$ cat config.mk
export PLATFORM = sky130hd
export DESIGN_NAME = debug_dumper_flat
export DESIGN_NICKNAME = d
export VERILOG_FILES = /design/src/rtl/debug_pkg.sv /design/src/rtl/debug_dumper_if.sv /design/src/rtl/dbg_byte_ser.sv /design/src/rtl/debug_dumper.sv /design/src/flat_wrapper.sv
export SDC_FILE = /design/constraint.sdc
export NUM_CORES = 1
export LEC_CHECK = 0
export BUFFER_PORTS_ARGS = -buffer_cell sky130_fd_sc_hd__buf_2
export CAP_MARGIN = 25
export CORE_MARGIN = 8
export CORE_UTILIZATION = 51
export CTS_CLUSTER_DIAMETER = 80
export DETAILED_ROUTE_END_ITERATION = 12
export GPL_TIMING_DRIVEN = 0
export PLACE_DENSITY_LB_ADDON = 0.25
export SLEW_MARGIN = 10
export SYNTH_ARGS = -nofsm -noshare
export SYNTH_HDL_FRONTEND = slang
export SYNTH_SLANG_ARGS = --single-unit
$ cat constraint.sdc
create_clock -name clk -period 4 [get_ports clk]
set_clock_uncertainty 0.05 [all_clocks]
set_input_delay 0 -clock clk [delete_from_list [all_inputs] [get_ports clk]]
set_output_delay 0 -clock clk [all_outputs]
set_load 0.01 [all_outputs]
$ cat src/rtl/debug_pkg.sv
// Shared command codes, dump header byte and FSM state encoding for the debug dumper.
`timescale 1ns/1ps
package debug_pkg;

    localparam logic [7:0] CMD_STEP = 8'h53;
    localparam logic [7:0] CMD_RUN  = 8'h52;
    localparam logic [7:0] CMD_HALT = 8'h48;
    localparam logic [7:0] CMD_DUMP = 8'h44;
    localparam logic [7:0] HDR_BYTE = 8'hA5;

    typedef enum logic [2:0] {
        ST_IDLE = 3'd0,
        ST_RUN  = 3'd1,
        ST_STEP = 3'd2,
        ST_SNAP = 3'd3,
        ST_HDR  = 3'd4,
        ST_DATA = 3'd5,
        ST_CSUM = 3'd6
    } state_t;

endpackage

$ cat src/rtl/debug_dumper_if.sv
// Host command channel and dump byte stream grouped as one bundle.
`timescale 1ns/1ps
interface debug_dumper_if;
    logic [7:0] cmd_byte;
    logic       cmd_valid;
    logic       cmd_ready;
    logic [7:0] tx_data;
    logic       tx_valid;
    logic       tx_ready;

    modport master (
        output cmd_byte, cmd_valid, tx_ready,
        input  cmd_ready, tx_data, tx_valid
    );

    modport slave (
        input  cmd_byte, cmd_valid, tx_ready,
        output cmd_ready, tx_data, tx_valid
    );
endinterface

$ cat src/rtl/dbg_byte_ser.sv
// Snapshot register plus MSB-first byte walker; presents one byte at a time with valid/ready.
`timescale 1ns/1ps
module dbg_byte_ser #(
    parameter int N_WORDS = 8
) (
    input  logic                   clk,
    input  logic                   rst_n,
    input  logic                   load,
    input  logic [32*N_WORDS-1:0]  snap_data,
    output logic [7:0]             out_data,
    output logic                   out_valid,
    input  logic                   out_ready
);
    localparam int N_BYTES = N_WORDS * 4;
    localparam int IDX_W   = $clog2(N_BYTES);
    localparam logic [IDX_W-1:0] LAST_IDX  = IDX_W'(N_BYTES - 1);
    localparam logic [IDX_W-1:0] LANE_FLIP = IDX_W'(3);

    logic [32*N_WORDS-1:0] snap_reg;
    logic [IDX_W-1:0]      idx_reg;
    logic                  active_reg;
    logic [IDX_W-1:0]      byte_pos;

    // Flipping the two low index bits turns word-order/MSB-first into a flat LSB byte offset.
    assign byte_pos  = idx_reg ^ LANE_FLIP;
    assign out_data  = snap_reg[{byte_pos, 3'b000} +: 8];
    assign out_valid = active_reg;

    always_ff @(posedge clk or negedge rst_n) begin
        if (!rst_n) begin
            snap_reg   <= '0;
            idx_reg    <= '0;
            active_reg <= 1'b0;
        end else if (load) begin
            snap_reg   <= snap_data;
            idx_reg    <= '0;
            active_reg <= 1'b1;
        end else if (active_reg && out_ready) begin
            // The last byte retires the walker rather than wrapping the index.
            if (idx_reg == LAST_IDX) begin
                active_reg <= 1'b0;
            end else begin
                idx_reg <= idx_reg + 1'b1;
            end
        end
    end

endmodule

$ cat src/rtl/debug_dumper.sv
// Debug command FSM: run/halt/step control of a pipeline and framed snapshot dump (header, data, XOR).
`timescale 1ns/1ps
module debug_dumper
    import debug_pkg::*;
#(
    parameter int N_WORDS = 8
) (
    input  logic                  clk,
    input  logic                  rst_n,
    debug_dumper_if.slave         bus,
    input  logic [32*N_WORDS-1:0] snap_data,
    output logic                  pipe_en,
    output logic                  busy
);
    state_t     state_reg, state_next;
    logic       cmd_ready_reg, pipe_en_reg, tx_valid_reg;
    logic [7:0] tx_data_reg, csum_reg;
    logic       cmd_fire, tx_fire;
    logic [7:0] ser_data;
    logic       ser_valid, ser_ready, ser_load;

    assign cmd_fire      = bus.cmd_valid && cmd_ready_reg;
    assign tx_fire       = tx_valid_reg && bus.tx_ready;
    assign bus.cmd_ready = cmd_ready_reg;
    assign bus.tx_valid  = tx_valid_reg;
    assign bus.tx_data   = tx_data_reg;
    assign pipe_en       = pipe_en_reg;
    assign busy          = !((state_reg == ST_IDLE) || (state_reg == ST_RUN));

    assign ser_load  = (state_reg == ST_SNAP);
    assign ser_ready = tx_fire && ((state_reg == ST_HDR) || (state_reg == ST_DATA));

    dbg_byte_ser #(.N_WORDS(N_WORDS)) u_ser (
        .clk       (clk),
        .rst_n     (rst_n),
        .load      (ser_load),
        .snap_data (snap_data),
        .out_data  (ser_data),
        .out_valid (ser_valid),
        .out_ready (ser_ready)
    );

    always_comb begin
        state_next = state_reg;
        case (state_reg)
            ST_IDLE: if (cmd_fire) begin
                if (bus.cmd_byte == CMD_STEP)      state_next = ST_STEP;
                else if (bus.cmd_byte == CMD_RUN)  state_next = ST_RUN;
                else if (bus.cmd_byte == CMD_DUMP) state_next = ST_SNAP;
            end
            ST_RUN: if (cmd_fire) begin
                if (bus.cmd_byte == CMD_HALT)      state_next = ST_IDLE;
                else if (bus.cmd_byte == CMD_DUMP) state_next = ST_SNAP;
            end
            ST_STEP: state_next = ST_SNAP;
            ST_SNAP: state_next = ST_HDR;
            ST_HDR:  if (tx_fire) state_next = ST_DATA;
            // Serializer drained means the output register holds the final data byte.
            ST_DATA: if (tx_fire && !ser_valid) state_next = ST_CSUM;
            ST_CSUM: if (tx_fire) state_next = ST_IDLE;
            default: state_next = ST_IDLE;
        endcase
    end

    always_ff @(posedge clk or negedge rst_n) begin
        if (!rst_n) begin
            state_reg     <= ST_IDLE;
            cmd_ready_reg <= 1'b0;
            pipe_en_reg   <= 1'b0;
            tx_valid_reg  <= 1'b0;
            tx_data_reg   <= 8'h00;
            csum_reg      <= 8'h00;
        end else begin
            state_reg     <= state_next;
            cmd_ready_reg <= (state_next == ST_IDLE) || (state_next == ST_RUN);
            pipe_en_reg   <= (state_next == ST_RUN) || (state_next == ST_STEP);
            case (state_reg)
                ST_SNAP: begin
                    tx_valid_reg <= 1'b1;
                    tx_data_reg  <= HDR_BYTE;
                    csum_reg     <= 8'h00;
                end
                ST_HDR, ST_DATA: if (tx_fire) begin
                    if (ser_valid) tx_data_reg <= ser_data;
                    else           tx_data_reg <= csum_reg ^ tx_data_reg;
                    if (state_reg == ST_DATA) csum_reg <= csum_reg ^ tx_data_reg;
                end
                ST_CSUM: if (tx_fire) begin
                    tx_valid_reg <= 1'b0;
                    tx_data_reg  <= 8'h00;
                end
                default: ;
            endcase
        end
    end

endmodule

$ cat src/flat_wrapper.sv
// flat-port wrapper written by rule: the top's interface ports become plain ports
module debug_dumper_flat import debug_pkg::*;
#(
    parameter int N_WORDS = 8
)
  (clk, rst_n, snap_data, pipe_en, busy, bus_cmd_byte, bus_cmd_valid, bus_tx_ready, bus_cmd_ready, bus_tx_data, bus_tx_valid);
  debug_dumper_if bus_i ();
  input  logic clk;
  input  logic rst_n;
  input  logic [32*N_WORDS-1:0] snap_data;
  output logic pipe_en;
  output logic busy;
  input wire logic [$bits(bus_i.cmd_byte)-1:0] bus_cmd_byte;
  input wire logic [$bits(bus_i.cmd_valid)-1:0] bus_cmd_valid;
  input wire logic [$bits(bus_i.tx_ready)-1:0] bus_tx_ready;
  output wire logic [$bits(bus_i.cmd_ready)-1:0] bus_cmd_ready;
  output wire logic [$bits(bus_i.tx_data)-1:0] bus_tx_data;
  output wire logic [$bits(bus_i.tx_valid)-1:0] bus_tx_valid;
  assign bus_i.cmd_byte = bus_cmd_byte;
  assign bus_i.cmd_valid = bus_cmd_valid;
  assign bus_i.tx_ready = bus_tx_ready;
  assign bus_cmd_ready = bus_i.cmd_ready;
  assign bus_tx_data = bus_i.tx_data;
  assign bus_tx_valid = bus_i.tx_valid;
  debug_dumper #(.N_WORDS(N_WORDS)) u_core (.clk(clk), .rst_n(rst_n), .bus(bus_i), .snap_data(snap_data), .pipe_en(pipe_en), .busy(busy));
endmodule
==> impl_metrics.ini <==
[yosys]
synth-seq-area-share_pct = 53.4
yosysTopAreaCell = dfrtp_1
synth_cell_types = 58
netlist_instances = 1433
synth_enable_flop_cells = 0
synthesis.area_sq_mm = 0.0133
synthTopCellsByArea = dfrtp_1 (53%), nand2_1 (22%), mux4_2 (6.8%)
syn_avg_cell_area_sq_um = 9.29
ys_warn_count = 0
synth_top_area_share_pct = 53.4
dominantRegCellSynth = dfrtp_1
synthArstFlopShare_pct = 100
syn_nets = 1703
synth_seq_cells = 284

[clocking]
clock_path_buffers = 3
clock-sinks = 284
clock-root-buffer = clkbuf_16
clk_pin_slew_ns = 0.06
post_cts_buffers = 0
clock_latency_ns = 0.56
htree_num_levels = 1
tritoncts = built
cts_buffers = 31

[final_layout]
area_growth_syn_to_layout_pct = 42.2
layout_commonest_cell = nand2_1
nets = 2282
regArea_sq_mm = 0.00711
fill_cells = 1757
multi_input_comb_area_sq_mm = 0.00573
layout_common_cells = nand2_1 (789), buf_2 (315), dfrtp_1 (284)
largest_reg_flops = 256
drive_above_1_share_pct = 21.6
final_util_pct = 73.3

[die]
initial_core_util_pct = 51.5
die_width_microns = 178
io-pin-count = 280
dieHeight_microns = 178
core-area_sq_mm = 0.0258
rows = 59
dieArea_sq_mm = 0.0315

[global_route]
grt_start_max_net_pins = 110
grt_usage_pct = 31.9
grt_pass1_vias = 14056
grt_overflow = 0
grt_pass1_wl_mm = 77.3
antenna_found_initial = 7

[routing]
dr.pass1.iters = 5
drt-initial-drc-count = 1407
via_per_inst = 5.57
wire_per_inst_microns = 21.3
drcViolationCount = 0
drt-total-wl_mm = 50.7
via_count = 13229
antenna_left = 0

[timing]
setup_tns_ns = 0
finalHoldViolCount = 0
fin_crit_sh_pct = 74.8
min_period_ns = 2.99
drv_slew = 0
timing.final.ws_setup_ns = 1.01
slew_headroom_pct = 44.7
finalSetupViolations = 0
grt_setup_unrepaired = no
fmax_mhz = 334
tightest_slew_ns = 0.829

[worst_setup_path]
cpMostUsedCell = dlygate4sd3_1
slowest_stage = dlygate4sd3_1
crit_path_end_kind = flop
start_kind = flop
cp_max_fo = 10
crit_required_ns = 4.39
critPathTopFamily = buffers and inverters
r2r_start = u_core.state_reg[2]
cp_cell_sequence = buf_6, nor4b_4, or4b_4, dlygate4sd3_1, o221ai_2, dlygate4sd3_1, nor2_1
cp_data_arrival_time_ns = 3.38
path_buf_inv = 3
cpPeakStageDelay_ns = 0.61
critPathLaunch = u_core.state_reg[2]
reg2reg_setup_slack_ns = 1.01
worst-setup-path-type = flop to flop

[run_status]
status = finished clean

[placement]
place.gp.congestion = 0.912
port_buffers = 279
post-place-ws_ns = 1.34
hpwl_mm = 32.0

[worst_hold_path]
holdCritPathClass = primary input to flop
min_from = bus_cmd_byte[2]

[run]
maxCapViolCount = 0

[power_and_ir_drop]
p_per_area_mw_per_mm2 = 332
irDropWorstVdd_mv = 0.316
p_leak_nw = 8.48
-- Yosys cell counts, drive strengths merged (3+ instances only) --
cell      n
nand2   789
dfrtp   284
buf      49
mux4     48
mux2i    42
clkbuf   37
nor2     26
o21ai    25
a22oi    11
nor2b    11
a21oi     9
nand3     7
o221ai    7
nor3      6
o22ai     6
xor2      6
mux2      5
nand2b    5
xnor2     5
nor4      4
o22a      4
a22o      3
and2      3
inv       3
nand3b    3
nor3b     3
or3       3
-- worst register-to-register path: cells and delay by family, from the launching register on --
kind            cells  cell delay (ns)
compound gates      1             0.23
flops               1             0.37
simple gates        3             0.88
buf+inv             3             1.35
-- metal layers --
layer  part of all wire (%)  GRT usage [%]  vias up
li1                       -              -     5823
met2                     48           52.7      757
met3                    8.5           5.91      191
met4                    5.0           15.5        0
met1                     39           40.1     6458
met5                      0              0        -
-- per-stage QoR --
step                cell area [sq um]  hold slack [ns]  power, mW  instances
floorplan                       13300           -0.346       2.93       1433
global placement                15100            0.142       3.13       2047
detailed placement              15200          -0.0596       3.14       2049
CTS                             18900           0.0406       6.29       2368
global route                    18900           0.0980       6.46       2375
finish                          18900           0.0662       6.30       2377
-- power breakdown --
group | total (mW) | switching (mW) | internal (mW)
sequential | 2.87 | 0 | 2.87
combinational | 0.431 | 0.159 | 0.272
clock | 2.99 | 1.21 | 1.78
-- layout make-up --
| cell class | instances | area share, % |
|---|---|---|
| Timing Repair Buffer | 546 | 21.8 |
| Clock buffer | 37 | 4.32 |
| Tap cell | 335 | 2.21 |
| Inverter | 3 | 0.0595 |
| Clock inverter | 17 | 1.23 |
| Antenna cell | 9 | 0.119 |
| Buffer | 86 | 2.48 |
| Multi-Input combinational cell | 1060 | 30.2 |
| Sequential cell | 284 | 37.5 |
-- path summary, 6_finish.rpt --
path / endpoint / cells after the start
min in group asynchronous: u_core.u_ser.snap_reg[23] / 4
setup / recovery: u_core.bus.cmd_ready / 7
hold reg to reg: u_core.u_ser.snap_reg[17] / 2
setup reg to reg: u_core.bus.cmd_ready / 7
hold / removal: u_core.pipe_en / 5
max in group asynchronous: u_core.u_ser.snap_reg[254] / 5
-- logic make-up (layout without fill, tap and decap cells) --
kind of cell | after synthesis | after routing | synth area share, %
adder cells (fa/ha/maj) | 2 | 2 | 0.188
buffers and inverters | 89 | 689 | 3.61
AO/OA/AOI/OAI | 81 | 81 | 4.29
other | 0 | 9 | 0
multiplexers | 95 | 95 | 11.9
flip-flops | 284 | 284 | 53.4
XOR/XNOR | 11 | 11 | 0.724
AND/OR/NAND/NOR | 871 | 871 | 25.9
-- repair_timing --
| action | 4_1_cts | 5_1_grt |
|---|---|---|
| hold buffers | 265 | 0 |
| endpoints found under the hold margin | 441 | 0 |
| resized for setup | 0 | 0 |
Note: power is estimated with default switching activity, not from simulation.
